`src/rtl/gen_fip_inner_prod_acc.sv`:
```
// gen_fip_inner_prod_acc
//   Signed fixed-point inner product over vectors longer than the datapath.
//   A job is i_beats_num beats of LANES element pairs. Each beat's products
//   are summed in a registered adder tree (stage 1). The tree sum is then
//   accumulated at full precision (stage 2). At the end the sum is aligned to
//   the result format, with truncate (floor) or round-half-up, and saturated
//   once.
//
// Ports
//   clk            rising-edge clock
//   sw_rst         synchronous active-high reset; discards any job in flight
//   i_start_pls    job start, sampled only while idle
//   i_beats_num    beats in the job (legal 1..MAX_BEATS), latched at start
//   i_rnd_mode     0 = truncate (floor), 1 = round half up, latched at start
//   i_valid        beat valid; accepted when o_ready is also high
//   i_vec1/i_vec2  packed two's-complement elements, lane k at [k*ONE_ELEM_W +: ONE_ELEM_W]
//   o_ready        high while beats are being accepted
//   o_busy         high whenever a job is in progress
//   o_valid_pls    one-cycle pulse when o_res/o_ovf carry a new result
//   o_res          signed saturated result, held until the next result
//   o_ovf          result was clipped by saturation
//   o_cfg_err_pls  one-cycle pulse for a start with an illegal beat count
module gen_fip_inner_prod_acc #(
  parameter int LANES            = 4,
  parameter int MAX_BEATS        = 4,
  parameter int ONE_ELEM_INT_W   = 1,
  parameter int ONE_ELEM_FRACT_W = 5,
  parameter int RES_INT_W        = 4,
  parameter int RES_FRACT_W      = 10,
  parameter int SIM_DLY          = 1,
  localparam int ONE_ELEM_W      = ONE_ELEM_INT_W + ONE_ELEM_FRACT_W,
  localparam int RES_W           = RES_INT_W + RES_FRACT_W,
  localparam int BN_W            = $clog2(MAX_BEATS + 1)
) (
  input  logic                        clk,
  input  logic                        sw_rst,
  input  logic                        i_start_pls,
  input  logic [BN_W-1:0]             i_beats_num,
  input  logic                        i_rnd_mode,
  input  logic                        i_valid,
  input  logic [ONE_ELEM_W*LANES-1:0] i_vec1,
  input  logic [ONE_ELEM_W*LANES-1:0] i_vec2,
  output logic                        o_ready,
  output logic                        o_busy,
  output logic                        o_valid_pls,
  output logic [RES_W-1:0]            o_res,
  output logic                        o_ovf,
  output logic                        o_cfg_err_pls
);

  localparam int PROD_W = 2 * ONE_ELEM_W;
  localparam int LOG_L  = $clog2(LANES);
  localparam int SUM_W  = PROD_W + LOG_L;
  localparam int ACC_W  = 2 * ONE_ELEM_W + $clog2(LANES * MAX_BEATS) + 1;

  // Alignment from the product fraction width to the result fraction width.
  localparam int SH      = 2 * ONE_ELEM_FRACT_W - RES_FRACT_W;
  localparam int RSH     = (SH > 0) ? SH : 0;
  localparam int LSH     = (SH < 0) ? -SH : 0;
  localparam bit RND_EN  = (SH > 0);
  localparam int RND_POS = (SH > 0) ? SH - 1 : 0;
  // One spare bit for the rounding increment, plus room for a left shift,
  // and always at least one bit wider than the result so clipping is visible.
  localparam int ALIGN_W0 = ACC_W + 1 + LSH;
  localparam int ALIGN_W  = (ALIGN_W0 > RES_W) ? ALIGN_W0 : RES_W + 1;

  localparam logic signed [ALIGN_W-1:0] RES_MAX =
    {{(ALIGN_W - RES_W + 1){1'b0}}, {(RES_W - 1){1'b1}}};
  localparam logic signed [ALIGN_W-1:0] RES_MIN =
    {{(ALIGN_W - RES_W + 1){1'b1}}, {(RES_W - 1){1'b0}}};
  localparam logic [BN_W-1:0] MAX_BEATS_V = BN_W'(MAX_BEATS);

  // Elaboration-time parameter sanity checks.
  generate
    if ((LANES < 1) || ((LANES & (LANES - 1)) != 0)) begin : g_bad_lanes
      $error("LANES must be a power of 2");
    end
    if (MAX_BEATS < 1) begin : g_bad_beats
      $error("MAX_BEATS must be at least 1");
    end
    if (SIM_DLY < 0) begin : g_bad_dly
      $error("SIM_DLY must be non-negative");
    end
  endgenerate

  typedef enum logic [1:0] {ST_IDLE, ST_ACC, ST_DRAIN, ST_DONE} state_t;

  state_t                   state_reg;
  logic [BN_W-1:0]          beats_left_reg;
  logic                     rnd_mode_reg;
  logic                     drain_cnt_reg;
  logic signed [SUM_W-1:0]  s1_sum_reg;
  logic                     s1_valid_reg;
  logic signed [ACC_W-1:0]  acc_reg;
  logic                     ready_reg;
  logic                     busy_reg;
  logic                     valid_pls_reg;
  logic [RES_W-1:0]         res_reg;
  logic                     ovf_reg;
  logic                     cfg_err_reg;

  // ---------------------------------------------------------------- products
  logic signed [PROD_W-1:0] lane_prod [LANES];

  genvar gi, gj;
  generate
    for (gi = 0; gi < LANES; gi++) begin : g_lane
      logic signed [ONE_ELEM_W-1:0] elem_a;
      logic signed [ONE_ELEM_W-1:0] elem_b;
      assign elem_a        = i_vec1[gi*ONE_ELEM_W +: ONE_ELEM_W];
      assign elem_b        = i_vec2[gi*ONE_ELEM_W +: ONE_ELEM_W];
      assign lane_prod[gi] = elem_a * elem_b;
    end
  endgenerate

  // --------------------------------------------- sign-extended adder tree
  // Level 0 holds the sign-extended products; each further level halves the
  // node count. Every node is SUM_W wide, so no level can overflow.
  generate
    for (gi = 0; gi <= LOG_L; gi++) begin : g_lvl
      localparam int NODES = LANES >> gi;
      logic signed [SUM_W-1:0] node [NODES];
      for (gj = 0; gj < NODES; gj++) begin : g_node
        if (gi == 0) begin : g_leaf
          assign node[gj] = SUM_W'(lane_prod[gj]);
        end else begin : g_add
          assign node[gj] = g_lvl[gi-1].node[2*gj] + g_lvl[gi-1].node[2*gj+1];
        end
      end
    end
  endgenerate

  logic signed [SUM_W-1:0] beat_sum;
  assign beat_sum = g_lvl[LOG_L].node[0];

  // -------------------------------------------------- align and saturate
  logic signed [ALIGN_W-1:0] acc_ext;
  logic signed [ALIGN_W-1:0] rnd_add;
  logic signed [ALIGN_W-1:0] aligned;
  logic [RES_W-1:0]          sat_res;
  logic                      sat_clip;

  always_comb begin
    acc_ext = ALIGN_W'(acc_reg);
    rnd_add = '0;
    if (RND_EN && rnd_mode_reg) begin
      rnd_add[RND_POS] = 1'b1;
    end
    // Arithmetic right shift gives floor; the half-LSB increment turns that
    // into round half up.
    aligned  = ((acc_ext + rnd_add) >>> RSH) <<< LSH;
    sat_res  = aligned[RES_W-1:0];
    sat_clip = 1'b0;
    if (aligned > RES_MAX) begin
      sat_res  = RES_MAX[RES_W-1:0];
      sat_clip = 1'b1;
    end else if (aligned < RES_MIN) begin
      sat_res  = RES_MIN[RES_W-1:0];
      sat_clip = 1'b1;
    end
  end

  // -------------------------------------------------------- control/datapath
  logic beat_accept;
  logic start_legal;
  assign beat_accept = (state_reg == ST_ACC) && i_valid;
  assign start_legal = (i_beats_num != '0) && (i_beats_num <= MAX_BEATS_V);

  always_ff @(posedge clk) begin
    if (sw_rst) begin
      state_reg      <= ST_IDLE;
      beats_left_reg <= '0;
      rnd_mode_reg   <= 1'b0;
      drain_cnt_reg  <= 1'b0;
      s1_sum_reg     <= '0;
      s1_valid_reg   <= 1'b0;
      acc_reg        <= '0;
      ready_reg      <= 1'b0;
      busy_reg       <= 1'b0;
      valid_pls_reg  <= 1'b0;
      res_reg        <= '0;
      ovf_reg        <= 1'b0;
      cfg_err_reg    <= 1'b0;
    end else begin
      valid_pls_reg <= 1'b0;
      cfg_err_reg   <= 1'b0;

      // Stage 1: register the beat's tree sum.
      s1_valid_reg <= beat_accept;
      if (beat_accept) begin
        s1_sum_reg <= beat_sum;
      end

      // Stage 2: accumulate. The clear on a legal start cannot collide with
      // a stage-1 beat because none is in flight while idle.
      if ((state_reg == ST_IDLE) && i_start_pls && start_legal) begin
        acc_reg <= '0;
      end else if (s1_valid_reg) begin
        acc_reg <= acc_reg + ACC_W'(s1_sum_reg);
      end

      case (state_reg)
        ST_IDLE: begin
          if (i_start_pls) begin
            if (start_legal) begin
              beats_left_reg <= i_beats_num;
              rnd_mode_reg   <= i_rnd_mode;
              ready_reg      <= 1'b1;
              busy_reg       <= 1'b1;
              state_reg      <= ST_ACC;
            end else begin
              cfg_err_reg <= 1'b1;
            end
          end
        end
        ST_ACC: begin
          if (i_valid) begin
            beats_left_reg <= beats_left_reg - 1'b1;
            if (beats_left_reg == BN_W'(1)) begin
              ready_reg     <= 1'b0;
              drain_cnt_reg <= 1'b0;
              state_reg     <= ST_DRAIN;
            end
          end
        end
        ST_DRAIN: begin
          // Two cycles: one for stage 1 to land in the accumulator, one
          // spare so the result appears three edges after the last beat.
          if (drain_cnt_reg) begin
            state_reg <= ST_DONE;
          end else begin
            drain_cnt_reg <= 1'b1;
          end
        end
        ST_DONE: begin
          res_reg       <= sat_res;
          ovf_reg       <= sat_clip;
          valid_pls_reg <= 1'b1;
          busy_reg      <= 1'b0;
          state_reg     <= ST_IDLE;
        end
        default: state_reg <= ST_IDLE;
      endcase
    end
  end

  assign o_ready       = ready_reg;
  assign o_busy        = busy_reg;
  assign o_valid_pls   = valid_pls_reg;
  assign o_res         = res_reg;
  assign o_ovf         = ovf_reg;
  assign o_cfg_err_pls = cfg_err_reg;

endmodule

```
`config.mk`:
```
export PLATFORM = sky130hd
export DESIGN_NAME = gen_fip_inner_prod_acc
export DESIGN_NICKNAME = d
export VERILOG_FILES = /design/src/rtl/gen_fip_inner_prod_acc.sv
export SDC_FILE = /design/constraint.sdc
export NUM_CORES = 1
export LEC_CHECK = 0
export CAP_MARGIN = 10
export CORE_ASPECT_RATIO = 0.7
export CORE_UTILIZATION = 61
export CTS_CLUSTER_SIZE = 14
export DETAILED_ROUTE_END_ITERATION = 16
export GPL_ROUTABILITY_DRIVEN = 1
export PLACE_DENSITY = 0.83
export SLEW_MARGIN = 30
export SYNTH_ARGS = -nofsm -noshare
export SYNTH_HDL_FRONTEND = slang
export SYNTH_SLANG_ARGS = --single-unit
```
`constraint.sdc`:
```
create_clock -name clk -period 9.4 [get_ports clk]
set_input_delay 1.88 -clock clk [delete_from_list [all_inputs] [get_ports clk]]
set_output_delay 1.88 -clock clk [all_outputs]
set_load 0.02 [all_outputs]
```
; Word level (Yosys, flattened, before mapping)
; Cells that the tools add are included.
[word_totals]
wordCells = 74
ff_bits = 57
output_inout_bits = 19
[classes]
multipliers = 4
n_reduce_logical = 16
eq_ne = 9
add_sub_neg = 5
n_bitwise = 2
n_lt_le_gt_ge = 3
n_mux = 23
[op_table]
columns = op, count
row1 = 6-bit by 6-bit multiplier with 12-bit output, 4
row2 = 14-bit two-way mux, 2
row3 = 12-bit by 12-bit adder with 13-bit output, 2
row4 = 17-bit by 14-bit adder with 17-bit output, 1
row5 = 17-bit by 14-bit > comparator with 1-bit output (second input constant), 1
row6 = 17-bit by 14-bit < comparator with 1-bit output (second input constant), 1
row7 = 13-bit by 13-bit adder with 14-bit output, 1
row8 = 2-bit two-way mux, 5
row9 = 5-bit AND reduction, 2
row10 = 3-bit two-way mux, 3
row11 = 1-bit two-way mux, 8
row12 = 2-bit != test (second input constant), 4
row13 = 2-bit case mux with 4 select lines, 1
row14 = 1-bit case mux with 2 select lines, 3
row15 = 3-bit case mux with 2 select lines, 1
row16 = 3-bit AND reduction, 2
row17 = 2-bit nonzero test, 3
row18 = 2-bit equality test (second input constant), 2
row19 = 1-bit logical AND, 4
row20 = 4-bit AND reduction, 1
row21 = 3-bit by 1-bit equality test with 1-bit output (second input constant), 1
row22 = 3-bit <= comparator (second input constant), 1
row23 = 3-bit nonzero test, 1
row24 = 3-bit OR reduction, 1
row25 = other kinds (6), 7

; Depth between registers and ports, before layout
[depth]
word_depth = 5
depth_mapped = 22
ltp_nobuf = 22

; Worst setup path after synthesis
; No wires, ideal clock.
[synth_timing]
kind = input-to-reg
startpoint = in i_vec2[0]
endpoint = reg s1_sum_reg[13]
setup_ns = 0.122
required_time_ns = 9.278
arrival_time_ns = 7.245
stages = 19
slack_ns = 2.033
path_cell_list = nand2_1 inv_1 fa_1 fa_1 inv_1 fa_1 fa_1 inv_1 fa_1 fa_1 inv_1 fa_1 inv_1 ha_1 or4_1 o22ai_2 o21ai_1 and3_1 a311o_1
[synth_via]
elab_chain_len = 3
[synth_lines]
columns = element, line_no
row1 = from (decl), 42  ; input logic [ONE_ELEM_W*LANES-1:0] i_vec2,
row2 = 6-bit by 6-bit multiplier with 12-bit output, 112  ; assign lane_prod[gi] = elem_a * elem_b;
row3 = 12-bit by 12-bit adder with 13-bit output, 127  ; assign node[gj] = g_lvl[gi-1].node[2*gj] + g_lvl[gi-1].node[2*gj+1];
row4 = 13-bit by 13-bit adder with 14-bit output, 127
row5 = to (signal assigned), 191  ; s1_sum_reg <= beat_sum;
row6 = to (decl), 92  ; logic signed [SUM_W-1:0] s1_sum_reg;
; No other way between the ends.
; A chain may end at the register's enable or synchronous reset.

; Worst setup path in the final report
[layout_timing]
startpoint = in i_vec1[10]
endpoint = reg s1_sum_reg[12]
[layout_via]
elab_chain_len = 3
[layout_lines]
columns = element, line_no
row1 = from (decl), 41  ; input logic [ONE_ELEM_W*LANES-1:0] i_vec1,
row2 = 6-bit by 6-bit multiplier with 12-bit output, 112
row3 = 12-bit by 12-bit adder with 13-bit output, 127
row4 = 13-bit by 13-bit adder with 14-bit output, 127
; No other way between the ends.

==> impl_summary.log <==
[metrics] most common cell type on the critical path: sky130_fd_sc_hd__fa_1
[metrics] final weighted congestion in routability-driven placement: 0.898
[metrics] Adder-Cell Fraction of Synth Area: around half
[metrics] number of vias after detailed routing: 6,979
[metrics] basic-gate share of the synthesized area counting and, or, nand and nor cells: 14.6%
[metrics] worst clock skew on the final layout: about 0.004 ns
[metrics] number of CTS-inserted buffers: 9
[metrics] CTS Buffer Depth: 2
[metrics] main area contributors after synthesis: sky130_fd_sc_hd__fa_1, sky130_fd_sc_hd__dfxtp_1, sky130_fd_sc_hd__ha_1
[metrics] count of inserted antenna diode cells: 0
[metrics] critical path data arrival time: just over 8 ns
[metrics] startpoint types: input pin
[metrics] share of synthesized area spent on multiplexers: 1.18%
[metrics] Port Buf Inserts: 73
[metrics] final total negative setup slack: 0 ns
[metrics] peak fanout along the critical path: 6
[metrics] register cell area after layout: around 1100 um^2
[metrics] number of buffers inserted for hold repair after clock tree synthesis: 0
[metrics] clock tree from TritonCTS: yes
[metrics] final global-route overflow total: 0
[metrics] MaxCap Viol Count: 0
[metrics] CTS root buffer: sky130_fd_sc_hd__clkbuf_16
[metrics] y dimension of the die: around 110 um
[metrics] effective utilization at floorplan: a little over three fifths
[metrics] Max-Slew Margin vs Limit: a little over two fifths
[metrics] number of hold violations in the final report: 0
[metrics] clock latency at the later pin of the worst-skew pair: around 0.33 ns
[metrics] critical path's slowest cell: sky130_fd_sc_hd__fa_1
[metrics] number of antenna violations at the first check in global routing: 0
[metrics] number of buffer and inverter instances along the worst setup path: 5
[metrics] top-level port count: between 70 and 80
[metrics] worst-case setup slack after placement: around 1.0 ns
[metrics] type of element capturing the critical path: flop
[metrics] vias in the first global route: between 7k and 8k
[metrics] complex-gate fraction of the synthesized area: under 10%
[metrics] max-slew violation total from the final report: 0
[metrics] number of core rows: 37
[metrics] # clock sinks: 57
[metrics] category of the critical setup timing path: input pin to flop
[metrics] highest clock frequency the design can meet: roughly 120 MHz
[metrics] leading post-synthesis cells by instance count: sky130_fd_sc_hd__inv_1, sky130_fd_sc_hd__fa_1, sky130_fd_sc_hd__ha_1
[metrics] Largest register FFs: 17
[metrics] die outline area: 15,800 um^2
[metrics] area fraction of the dominant cell type after synthesis: 37.1%
[metrics] synthesis-stage register bit count: 57
[metrics] status: finished, final reports clean
[metrics] violation count after the first detailed-route iteration: 490
[metrics] final count of negative-setup-slack endpoints: 0
[metrics] area taken by multi-input logic gates: 7190 um^2
[metrics] die outline width: about 150 um
[metrics] synthesized instance count: around 1k
[metrics] transition time of the tightest slew-check pin: 0.857 ns
[metrics] most frequently used cell type in the post-synthesis netlist: sky130_fd_sc_hd__inv_1
[metrics] distinct cell type count of the synthesized netlist: 50
[metrics] Mapped Avg Cell Area: approximately 9.1 um^2
[metrics] DR WL/cell: roughly 15 um
[metrics] cells along the critical path: clkdlybuf4s50_1, and2_1, fa_1, inv_1, fa_1, inv_1, fa_1, fa_1, fa_1, inv_1, fa_1, fa_1, inv_1, ha_1, a211o_1, a21oi_1, o21ai_1, o41ai_2, nor4_1, a311o_1
[metrics] wire length of the first global-routing pass: approximately 34,000 um
[metrics] fin nets: between 1k and 1.5k
[metrics] kind of cell adding the most delay to the critical path: adder cells
[metrics] portion of the clock cycle consumed by the worst path in the final layout: 86.0%
[metrics] mapped cell area: 9320 um^2
[metrics] area of the core: between 10,000 and 15,000 um^2
[metrics] clock slew at reported path FFs: roughly 0.050 ns
[metrics] dominant combinational cell family by area after synthesis: adder cells
[metrics] Net Count, Synth: around 1.3k
[metrics] count of synthesis-stage warnings from yosys: 0
[metrics] primary flip-flop cell chosen by synthesis mapping: sky130_fd_sc_hd__dfxtp_1
[metrics] unrepaired setup endpoints after global routing: false
[metrics] Detailed Routing Iterations Pass 1: 5
[metrics] xor and xnor fraction of the mapped netlist area: around 2.3%
[metrics] Global Route Usage Sum: 27.8%
[metrics] EDFF count, synth: 0
[metrics] Worst Slack Setup Final: about 1.3 ns
[metrics] ANT nets after route: 0
[metrics] Post-CTS Repair Setup Buffers: 0
[metrics] Hold Crit Class: flop to flop
[metrics] hpwl dp: between 15,000 and 20,000 um
[metrics] ys async rst share: 0%
[metrics] library cell occupying the most area in the post-synthesis netlist: sky130_fd_sc_hd__fa_1
[metrics] number of fill cells: 1,115
[metrics] Total Routed Length: 19,900 um
[metrics] worst stage delay on the critical path: roughly 0.63 ns
[metrics] Resize count post-CTS: 0
[metrics] fraction of final layout cells with drive strength greater than 1: 2.44%
[metrics] required time of the critical path: between 9 and 10 ns
[metrics] number of H-tree branching levels: 3
[metrics] relative area change from synthesis to final layout: 13.9%
[metrics] sequential cell area fraction in the yosys report: 12.2%
[metrics] Post-route DRC: 0
[metrics] post-route minimum period: between 8 and 9 ns
[metrics] pin count of the biggest net entering global routing: 43
[metrics] Avg Vias per Cell: between 5 and 6
==> worst paths after layout <==
kind / startpoint / end / slack [ns] / cells past startpoint
max: i_vec1[10] / s1_sum_reg[12] / 1.31 / 20
min: s1_sum_reg[9] / s1_sum_reg[9] / 0.46 / 2
max reg2reg: acc_reg[0] / acc_reg[16] / 6.76 / 9
min reg2reg: s1_sum_reg[9] / s1_sum_reg[9] / 0.46 / 2
==> final cells by class <==
class	count	share of cell area, %
Multi-Input combinational cell	710	67.7
Inverter	246	8.69
Timing Repair Buffer	76	7.09
Clock buffer	12	2.51
Sequential cell	57	10.7
Clock inverter	4	0.919
Tap cell	195	2.30
==> metrics by stage <==
stage | area [um^2] | hold slack [ns] | std cells | utilization (%)
2_1_floorplan | 9320 | 0.436 | 1030 | -
3_3_place_gp | 10300 | 0.448 | 1284 | 69.2
3_5_place_dp | 10300 | 0.450 | 1284 | 69.2
4_1_cts | 10600 | 0.457 | 1300 | 71.7
5_1_grt | 10600 | 0.478 | 1300 | 71.7
6_report | 10600 | 0.458 | 1300 | 71.7
==> cell families after synthesis <==
| logic type | count (synthesis) |
|---|---|
| simple gates | 268 |
| buf+inv | 263 |
| fa+ha+maj | 263 |
| compound gates | 143 |
| flops | 57 |
| xor+xnor | 25 |
| mux | 11 |
==> metal layers <==
metal	wire [um]	share of wire (%)	global-route usage (%)	up-vias
met3	1300	6.5	4.55	28
li1	-	-	-	3318
met2	8840	45	42.2	228
met1	9360	47	42.0	3405
met4	353	1.8	5.70	0
met5	0	0	0	-
==> worst reg2reg max path, stage by stage (launching register included) <==
cell                       delay [ns]
sky130_fd_sc_hd__dfxtp_1         0.34
sky130_fd_sc_hd__ha_1            0.20
sky130_fd_sc_hd__inv_1           0.06
sky130_fd_sc_hd__fa_1            0.40
sky130_fd_sc_hd__nand2b_1        0.20
sky130_fd_sc_hd__a21oi_1         0.38
sky130_fd_sc_hd__o221ai_2        0.25
sky130_fd_sc_hd__a21oi_1         0.27
sky130_fd_sc_hd__mux2i_1         0.27
sky130_fd_sc_hd__mux2i_1         0.20
==> placed cells by master (no fill, tap or decap), drive strengths merged, types with 5 or more instances in the layout <==
master,instances
clkbuf,12
nor2,38
clkdlybuf4s50,73
nor3,11
nor2b,5
xnor2,20
nand3,8
dfxtp,57
a21oi,47
inv,246
mux2i,11
ha,90
nand2,83
nand2b,33
o21ai,35
xor2,5
a211oi,12
fa,173
and2,75
o21a,6
a21o,9
Power is left out: the tool's default activity adds up to more than one toggle a clock period on the data nets, which glitch-free logic cannot reach.
